[src/rtl/instr_encoder_if.sv]
// Request and IMEM write-port bundle for instr_encoder.
// master = program builder (issues requests), slave = encoder.
interface instr_encoder_if #(
   parameter int unsigned ADDR_W = 8
);
   logic              req_valid;
   logic              req_ready;
   logic [4:0]        req_op;
   logic [4:0]        req_rd;
   logic [4:0]        req_rs1;
   logic [4:0]        req_rs2;
   logic [31:0]       req_imm;
   logic              imem_we;
   logic [ADDR_W-1:0] imem_addr;
   logic [31:0]       imem_wdata;

   modport master (
      output req_valid, req_op, req_rd, req_rs1, req_rs2, req_imm,
      input  req_ready, imem_we, imem_addr, imem_wdata
   );

   modport slave (
      input  req_valid, req_op, req_rd, req_rs1, req_rs2, req_imm,
      output req_ready, imem_we, imem_addr, imem_wdata
   );
endinterface

[src/rtl/instr_encoder.sv]
// Sequential RV32I encoder: symbolic requests in, instruction words out to the IMEM write port
// at auto-incrementing addresses. LI expands to LUI+ADDI when the value needs it.
module instr_encoder #(
   parameter int unsigned ADDR_W    = 8,
   parameter int unsigned BASE_ADDR = 0
) (
   input  logic            clk,
   input  logic            rst,
   instr_encoder_if.slave  bus,
   output logic [ADDR_W:0] count,
   output logic            imm_err
);

   typedef enum logic [4:0] {
      op_add, op_sub, op_and, op_or, op_xor, op_slt, op_sltu, op_sll, op_srl, op_sra,
      op_addi, op_andi, op_ori, op_xori, op_slti, op_sltiu, op_slli, op_srli, op_srai,
      op_lui, op_auipc, op_jal, op_jalr, op_lw, op_sw,
      op_beq, op_bne, op_blt, op_bge, op_bltu, op_bgeu, op_li
   } op_e;

   typedef enum logic [1:0] {st_idle, st_emit2, st_full} state_e;

   localparam logic [ADDR_W:0]   cap  = {1'b1, {ADDR_W{1'b0}}};
   localparam logic [ADDR_W:0]   one  = (ADDR_W+1)'(1);
   localparam logic [ADDR_W:0]   two  = (ADDR_W+1)'(2);
   localparam logic [ADDR_W-1:0] base = BASE_ADDR[ADDR_W-1:0];

   localparam logic [6:0] opc_r     = 7'b0110011;
   localparam logic [6:0] opc_imm   = 7'b0010011;
   localparam logic [6:0] opc_lui   = 7'b0110111;
   localparam logic [6:0] opc_auipc = 7'b0010111;
   localparam logic [6:0] opc_jal   = 7'b1101111;
   localparam logic [6:0] opc_jalr  = 7'b1100111;
   localparam logic [6:0] opc_load  = 7'b0000011;
   localparam logic [6:0] opc_store = 7'b0100011;
   localparam logic [6:0] opc_br    = 7'b1100011;

   state_e            state_q, state_d;
   logic [ADDR_W:0]   count_q, count_d;
   logic [ADDR_W-1:0] addr_q, addr_d;
   logic              we_q, we_d;
   logic [31:0]       wdata_q, wdata_d;
   logic              err_q, err_d;
   logic [4:0]        li_rd_q, li_rd_d;
   logic [11:0]       li_lo_q, li_lo_d;

   op_e         op;
   logic [31:0] imm;
   logic [4:0]  rd, rs1, rs2;
   logic [2:0]  f3;
   logic [6:0]  i_opc;
   logic        i_ok, b_ok, j_ok;
   logic [19:0] li_hi;
   logic [31:0] enc_word;
   logic        enc_err, two_word;
   logic        ready;
   logic [ADDR_W:0] free, count_inc;

   assign op  = op_e'(bus.req_op);
   assign imm = bus.req_imm;
   assign rd  = bus.req_rd;
   assign rs1 = bus.req_rs1;
   assign rs2 = bus.req_rs2;

   assign i_ok = (imm[31:11] == '0) || (imm[31:11] == '1);
   assign b_ok = ((imm[31:12] == '0) || (imm[31:12] == '1)) && !imm[0];
   assign j_ok = ((imm[31:20] == '0) || (imm[31:20] == '1)) && !imm[0];
   // (imm + 0x800) >> 12 compensates for ADDI sign-extending the low 12 bits
   assign li_hi = imm[31:12] + {19'd0, imm[11]};

   always_comb begin
      f3 = 3'b000;
      case (op)
         op_sll, op_slli, op_bne:            f3 = 3'b001;
         op_slt, op_slti, op_lw, op_sw:      f3 = 3'b010;
         op_sltu, op_sltiu:                  f3 = 3'b011;
         op_xor, op_xori, op_blt:            f3 = 3'b100;
         op_srl, op_sra, op_srli, op_srai,
         op_bge:                             f3 = 3'b101;
         op_or, op_ori, op_bltu:             f3 = 3'b110;
         op_and, op_andi, op_bgeu:           f3 = 3'b111;
         default:                            f3 = 3'b000;
      endcase
   end

   always_comb begin
      i_opc = opc_imm;
      if (op == op_jalr) i_opc = opc_jalr;
      else if (op == op_lw) i_opc = opc_load;
   end

   always_comb begin
      enc_word = '0;
      enc_err  = 1'b0;
      two_word = 1'b0;
      case (op)
         op_add, op_sub, op_and, op_or, op_xor, op_slt, op_sltu, op_sll, op_srl, op_sra:
            enc_word = {1'b0, (op == op_sub) || (op == op_sra), 5'd0, rs2, rs1, f3, rd, opc_r};
         op_addi, op_andi, op_ori, op_xori, op_slti, op_sltiu, op_jalr, op_lw: begin
            enc_word = {imm[11:0], rs1, f3, rd, i_opc};
            enc_err  = !i_ok;
         end
         op_slli, op_srli, op_srai: begin
            enc_word = {1'b0, op == op_srai, 5'd0, imm[4:0], rs1, f3, rd, opc_imm};
            enc_err  = imm[31:5] != '0;
         end
         op_lui, op_auipc: begin
            enc_word = {imm[19:0], rd, (op == op_lui) ? opc_lui : opc_auipc};
            enc_err  = imm[31:20] != '0;
         end
         op_jal: begin
            enc_word = {imm[20], imm[10:1], imm[11], imm[19:12], rd, opc_jal};
            enc_err  = !j_ok;
         end
         op_sw: begin
            enc_word = {imm[11:5], rs2, rs1, f3, imm[4:0], opc_store};
            enc_err  = !i_ok;
         end
         op_beq, op_bne, op_blt, op_bge, op_bltu, op_bgeu: begin
            enc_word = {imm[12], imm[10:5], rs2, rs1, f3, imm[4:1], imm[11], opc_br};
            enc_err  = !b_ok;
         end
         op_li: begin
            if (i_ok) begin
               enc_word = {imm[11:0], 5'd0, 3'b000, rd, opc_imm};
            end else begin
               enc_word = {li_hi, rd, opc_lui};
               two_word = imm[11:0] != '0;
            end
         end
         default: ;
      endcase
   end

   assign free      = cap - count_q;
   assign count_inc = count_q + one;

   always_comb begin
      state_d = state_q;
      count_d = count_q;
      addr_d  = addr_q;
      we_d    = 1'b0;
      wdata_d = wdata_q;
      err_d   = err_q;
      li_rd_d = li_rd_q;
      li_lo_d = li_lo_q;
      ready   = 1'b0;
      case (state_q)
         st_idle: begin
            ready = (op == op_li) ? (free >= two) : (free >= one);
            if (bus.req_valid && ready) begin
               we_d    = 1'b1;
               wdata_d = enc_word;
               addr_d  = base + count_q[ADDR_W-1:0];
               count_d = count_inc;
               err_d   = err_q | enc_err;
               if (two_word) begin
                  state_d = st_emit2;
                  li_rd_d = rd;
                  li_lo_d = imm[11:0];
               end else if (count_inc == cap) begin
                  state_d = st_full;
               end
            end
         end
         st_emit2: begin
            we_d    = 1'b1;
            wdata_d = {li_lo_q, li_rd_q, 3'b000, li_rd_q, opc_imm};
            addr_d  = base + count_q[ADDR_W-1:0];
            count_d = count_inc;
            state_d = (count_inc == cap) ? st_full : st_idle;
         end
         st_full: ;
         default: state_d = st_idle;
      endcase
   end

   always_ff @(posedge clk) begin
      if (rst) begin
         state_q <= st_idle;
         count_q <= '0;
         addr_q  <= base;
         we_q    <= 1'b0;
         wdata_q <= '0;
         err_q   <= 1'b0;
         li_rd_q <= '0;
         li_lo_q <= '0;
      end else begin
         state_q <= state_d;
         count_q <= count_d;
         addr_q  <= addr_d;
         we_q    <= we_d;
         wdata_q <= wdata_d;
         err_q   <= err_d;
         li_rd_q <= li_rd_d;
         li_lo_q <= li_lo_d;
      end
   end

   assign bus.req_ready  = ready;
   assign bus.imem_we    = we_q;
   assign bus.imem_addr  = addr_q;
   assign bus.imem_wdata = wdata_q;
   assign count          = count_q;
   assign imm_err        = err_q;

endmodule

[src/flat_wrapper.sv]
// flat-port wrapper written by rule: the top's interface ports become plain ports
module instr_encoder_flat 
#(
   parameter int unsigned ADDR_W    = 8,
   parameter int unsigned BASE_ADDR = 0
)
  (clk, rst, count, imm_err, bus_req_valid, bus_req_op, bus_req_rd, bus_req_rs1, bus_req_rs2, bus_req_imm, bus_req_ready, bus_imem_we, bus_imem_addr, bus_imem_wdata);
  instr_encoder_if #(.ADDR_W(ADDR_W)) bus_i ();
  input  logic clk;
  input  logic rst;
  output logic [ADDR_W:0] count;
  output logic imm_err;
  input wire logic [$bits(bus_i.req_valid)-1:0] bus_req_valid;
  input wire logic [$bits(bus_i.req_op)-1:0] bus_req_op;
  input wire logic [$bits(bus_i.req_rd)-1:0] bus_req_rd;
  input wire logic [$bits(bus_i.req_rs1)-1:0] bus_req_rs1;
  input wire logic [$bits(bus_i.req_rs2)-1:0] bus_req_rs2;
  input wire logic [$bits(bus_i.req_imm)-1:0] bus_req_imm;
  output wire logic [$bits(bus_i.req_ready)-1:0] bus_req_ready;
  output wire logic [$bits(bus_i.imem_we)-1:0] bus_imem_we;
  output wire logic [$bits(bus_i.imem_addr)-1:0] bus_imem_addr;
  output wire logic [$bits(bus_i.imem_wdata)-1:0] bus_imem_wdata;
  assign bus_i.req_valid = bus_req_valid;
  assign bus_i.req_op = bus_req_op;
  assign bus_i.req_rd = bus_req_rd;
  assign bus_i.req_rs1 = bus_req_rs1;
  assign bus_i.req_rs2 = bus_req_rs2;
  assign bus_i.req_imm = bus_req_imm;
  assign bus_req_ready = bus_i.req_ready;
  assign bus_imem_we = bus_i.imem_we;
  assign bus_imem_addr = bus_i.imem_addr;
  assign bus_imem_wdata = bus_i.imem_wdata;
  instr_encoder #(.ADDR_W(ADDR_W), .BASE_ADDR(BASE_ADDR)) u_core (.clk(clk), .rst(rst), .bus(bus_i), .count(count), .imm_err(imm_err));
endmodule
[config.mk]
export PLATFORM = sky130hd
export DESIGN_NAME = instr_encoder_flat
export DESIGN_NICKNAME = d
export VERILOG_FILES = /design/src/rtl/instr_encoder_if.sv /design/src/rtl/instr_encoder.sv /design/src/flat_wrapper.sv
export SDC_FILE = /design/constraint.sdc
export NUM_CORES = 1
export LEC_CHECK = 0
export CORE_MARGIN = 3
export CORE_UTILIZATION = 45
export CTS_CLUSTER_DIAMETER = 80
export CTS_CLUSTER_SIZE = 40
export DETAILED_ROUTE_END_ITERATION = 6
export PLACE_DENSITY = 0.76
export SLEW_MARGIN = 0
export SYNTH_ARGS = -nofsm -noshare
export SYNTH_HDL_FRONTEND = slang
export SYNTH_SLANG_ARGS = --single-unit
[constraint.sdc]
create_clock -name clk -period 2.8 [get_ports clk]
set_input_delay 0.84 -clock clk [delete_from_list [all_inputs] [get_ports clk]]
set_output_delay 0.84 -clock clk [all_outputs]
set_load 0.01 [all_outputs]
==> impl_metrics.tcl <==
set metrics [dict create \
    cts_tree "yes" \
    clk_pin_slew_ns 0.08 \
    core_area_mm2 0.01056 \
    power_density_mw_per_mm2 368.9 \
    timing_hold_violations_final 0 \
    via_count 6049 \
    die_x_um 111.3 \
    final_cell_mix "buf_4 (142), clkdlybuf4s50_1 (87), dfxtp_1 (69), nand3_1 (54), a21oi_1 (49)" \
    ys_warn_count 0 \
    cpPeakStageDelay_ns 0.32 \
    grt_use_total_pct 29.72 \
    r2r_start "u_core.count[1]$_SDFFE_PP0P_" \
    die_area_mm2 0.01240 \
    first_iter_violations 656 \
    status "complete, but fails checks" \
    post-route-period-util_pct 101.4 \
    regToRegSetupSlack_ns 0.25 \
    grt_pass1_wl_um 30400 \
    leakagePower_uw 0.002907 \
    port_buffers 106 \
    worst_pin_slew_ns 0.8624 \
    max_freq_mhz 352.2 \
    placed_cells 957 \
    rsz0062_at_grt "true" \
    vdd_ir_drop_max_mv 0.2707 \
    nets 908 \
    final_common_cell "buf_4" \
    yosys.cell_types.count 79 \
    synthTopCellsByArea "dfxtp_1 (28%), nand3_1 (5.9%), a21oi_1 (5.2%)" \
    dp_worst_setup_slack_ns -0.9039 \
    synthArstFlopShare_pct 0 \
    drv_cap 0 \
    violations "negative setup slack" \
    ys_ff_latch 69 \
    cts_buffers 9 \
    first_pass_iters 6 \
    drc 0 \
    whs_path_depth 2 \
    power_switching_uw 940.8 \
    synth_fp_nets 700 \
    combPwrFrac_pct 33.3 \
    cp.arrival_ns 2.00 \
    die_y_um 111.3 \
    final_cell_count_no_fill 981 \
    holdPathEnd "u_core.bus.imem_wdata[6]$_SDFFE_PP0P_" \
    p_clk_share_pct 28.5 \
    ys.flop_type "dfxtp_1" \
    area_delta_synth_final_pct 50.59 \
    hold_ws_ns 0.4731 \
    gp_congestion 0.9797 \
    m1WireLength_um 7973 \
    wl_met2_um 9281 \
    clock_path_buffers 2 \
    dp_hpwl_um 14580 \
    synth_top_cell_by_area "dfxtp_1" \
    hold_start "u_core.bus.imem_wdata[6]$_SDFFE_PP0P_" \
    drv_slew 0 \
    synth_top_area_share_pct 27.66 \
    netlist_area_mm2 0.004994 \
    ys_seq_area_share_pct 27.66 \
    post-route-min-period_ns 2.839 \
    startpoint_type "input port" \
    cp_cell_sequence "buf_6 -> ha_4 -> nand4_4 -> mux2i_4 -> nor4_4 -> a211oi_2 -> buf_2" \
    clock_skew_ns 0.01621 \
    syn_area_per_cell_um2 7.901 \
    n_fill_cell 822 \
    row_count 37 \
    placed_area_mm2 0.007048 \
    rr_endpoint "u_core.state_q[1]$_SDFFE_PP0P_" \
    diodes 0 \
    criticalPathCategory "input port to output port" \
    initial_core_util_pct 47.31 \
    wl_per_cell_um 19.54 \
    vias_per_cell 6.166 \
    timing.slew.headroom_pct 41.02 \
    ioPinCount 107 \
    cp_slowest_cell "nor4_4" \
    final_core_util_pct 71.24 \
    wl_met3_um 1437 \
    ant_nets 0 \
    endpoint_kind "output port" \
    crit_required_ns 1.96 \
    grt_max_degree 43 \
    gr-total-overflow 0 \
    htreeDepth 3 \
    antenna_found_initial 0 \
    hold_class "register to register" \
    cts_root_buf "clkbuf_8" \
    power_frac_seq_pct 38.1 \
    highest_layer "met4" \
    clock_latency_ns 0.36 \
    setup_viol 2 \
    cp_max_fo 2 \
    first_global_vias 5955 \
    stdcell_area_mm2 0.007520 \
    p_sw_share_pct 33.92 \
    reg2reg_depth 9 \
    syn_inst 632 \
    finalWorstSetupSlack_ns -0.03932 \
    p_int_uw 1833 \
    cts.sinks 69 \
    layout-drive-gt1-share_pct 28.64 \
    drt_wl_total_um 19170 \
    synth_edf_count 0 \
]
-- final cells by class --
class | count | area, um^2 | share of cell area [%]
sequential | 69 | 1381 | 18.37
multi-input combinational | 493 | 3496 | 46.49
inverter | 12 | 45.04 | 0.5990
timing repair buffer | 255 | 2241 | 29.80
clock inverter | 7 | 62.56 | 0.8319
tap | 136 | 170.2 | 2.263
clock buffer | 9 | 123.9 | 1.647
-- power by group through the flow --
stage	Combinational [uW]	Clock [uW]	Sequential, uW
final	924	791	1060
after global routing	987	839	1060
after CTS	885	808	1060
after detailed placement	859	0	1080
after global placement	841	0	1080
after floorplan	386	0	1100
-- cells by family (layout without fill, tap and decap cells) --
family,after synthesis,after routing,synth area share (%)
muxes,15,15,3.207
buffers and inverters,70,283,7.091
adders and majority gates,13,13,3.257
AOI/OAI and AO/OA,214,214,30.59
and+or+nand+nor,232,232,24.86
xor gates and xnor gates,19,19,3.333
DFF,69,69,27.66
-- worst max-delay path, delay by kind of cell --
kind | cells | cell delay [ns]
adders and majority gates | 1 | 0.13
and+or+nand+nor | 2 | 0.45
buffers and inverters | 2 | 0.23
muxes | 1 | 0.24
AOI/OAI and AO/OA | 1 | 0.10
-- state kept, by name, indices dropped and copies added, names as in the netlist --
name,count
u_core.li_rd_q,5
u_core.li_lo_q,12
u_core.imm_err,1
u_core.bus.imem_addr,8
u_core.bus.imem_we,1
u_core.state_q,2
u_core.count,9
u_core.bus.imem_wdata,31
-- stage by stage --
stage | setup TNS, ns | power [uW]
after CTS | -0.002013 | 2750
after global placement | -33.44 | 1919
after global routing | -0.1230 | 2888
after floorplan | 0 | 1486
final | -0.04583 | 2774
after detailed placement | -39.40 | 1938
-- cells in the mapped netlist, types with 13 or more instances --
| cell type | instances |
|---|---|
| dfxtp_1 | 69 |
| nand3_1 | 59 |
| a21oi_1 | 52 |
| o21ai_0 | 46 |
| nand2_1 | 39 |
| clkbuf_1 | 28 |
| nor3_1 | 27 |
| nor2_1 | 23 |
| buf_2 | 18 |
| ha_1 | 13 |
| nor2b_1 | 13 |
| xnor2_1 | 13 |
-- layer usage --
layer / track usage (%) / vias to the layer above
li1: - / 2818
met1: 38.28 / 2907
met2: 50.70 / 286
met3: 5.163 / 38
met4: 9.489 / 0
met5: 0 / -
-- how the worst max path moves through the flow --
| stage | cells past startpoint | slack (ns) | to | from |
|---|---|---|---|---|
| 2_1_floorplan | 6 | 0.03 | bus_req_ready | bus_req_op[0] |
| 3_3_place_gp | 7 | -0.88 | bus_req_ready | bus_req_op[1] |
| 3_5_place_dp | 7 | -0.90 | bus_req_ready | bus_req_op[1] |
| 4_1_cts | 7 | -0.002 | bus_req_ready | bus_req_op[1] |
| 5_1_grt | 7 | -0.09 | bus_req_ready | bus_req_op[0] |
| 6_report | 7 | -0.04 | bus_req_ready | bus_req_op[1] |
-- repair_timing --
action	in CTS	in global routing
setup buffers	5	3
pin swaps	11	13
endpoints found under the setup margin	65	37
gates resized for setup	44	39
hold buffers	0	0
(Power assumes the default switching activity.)
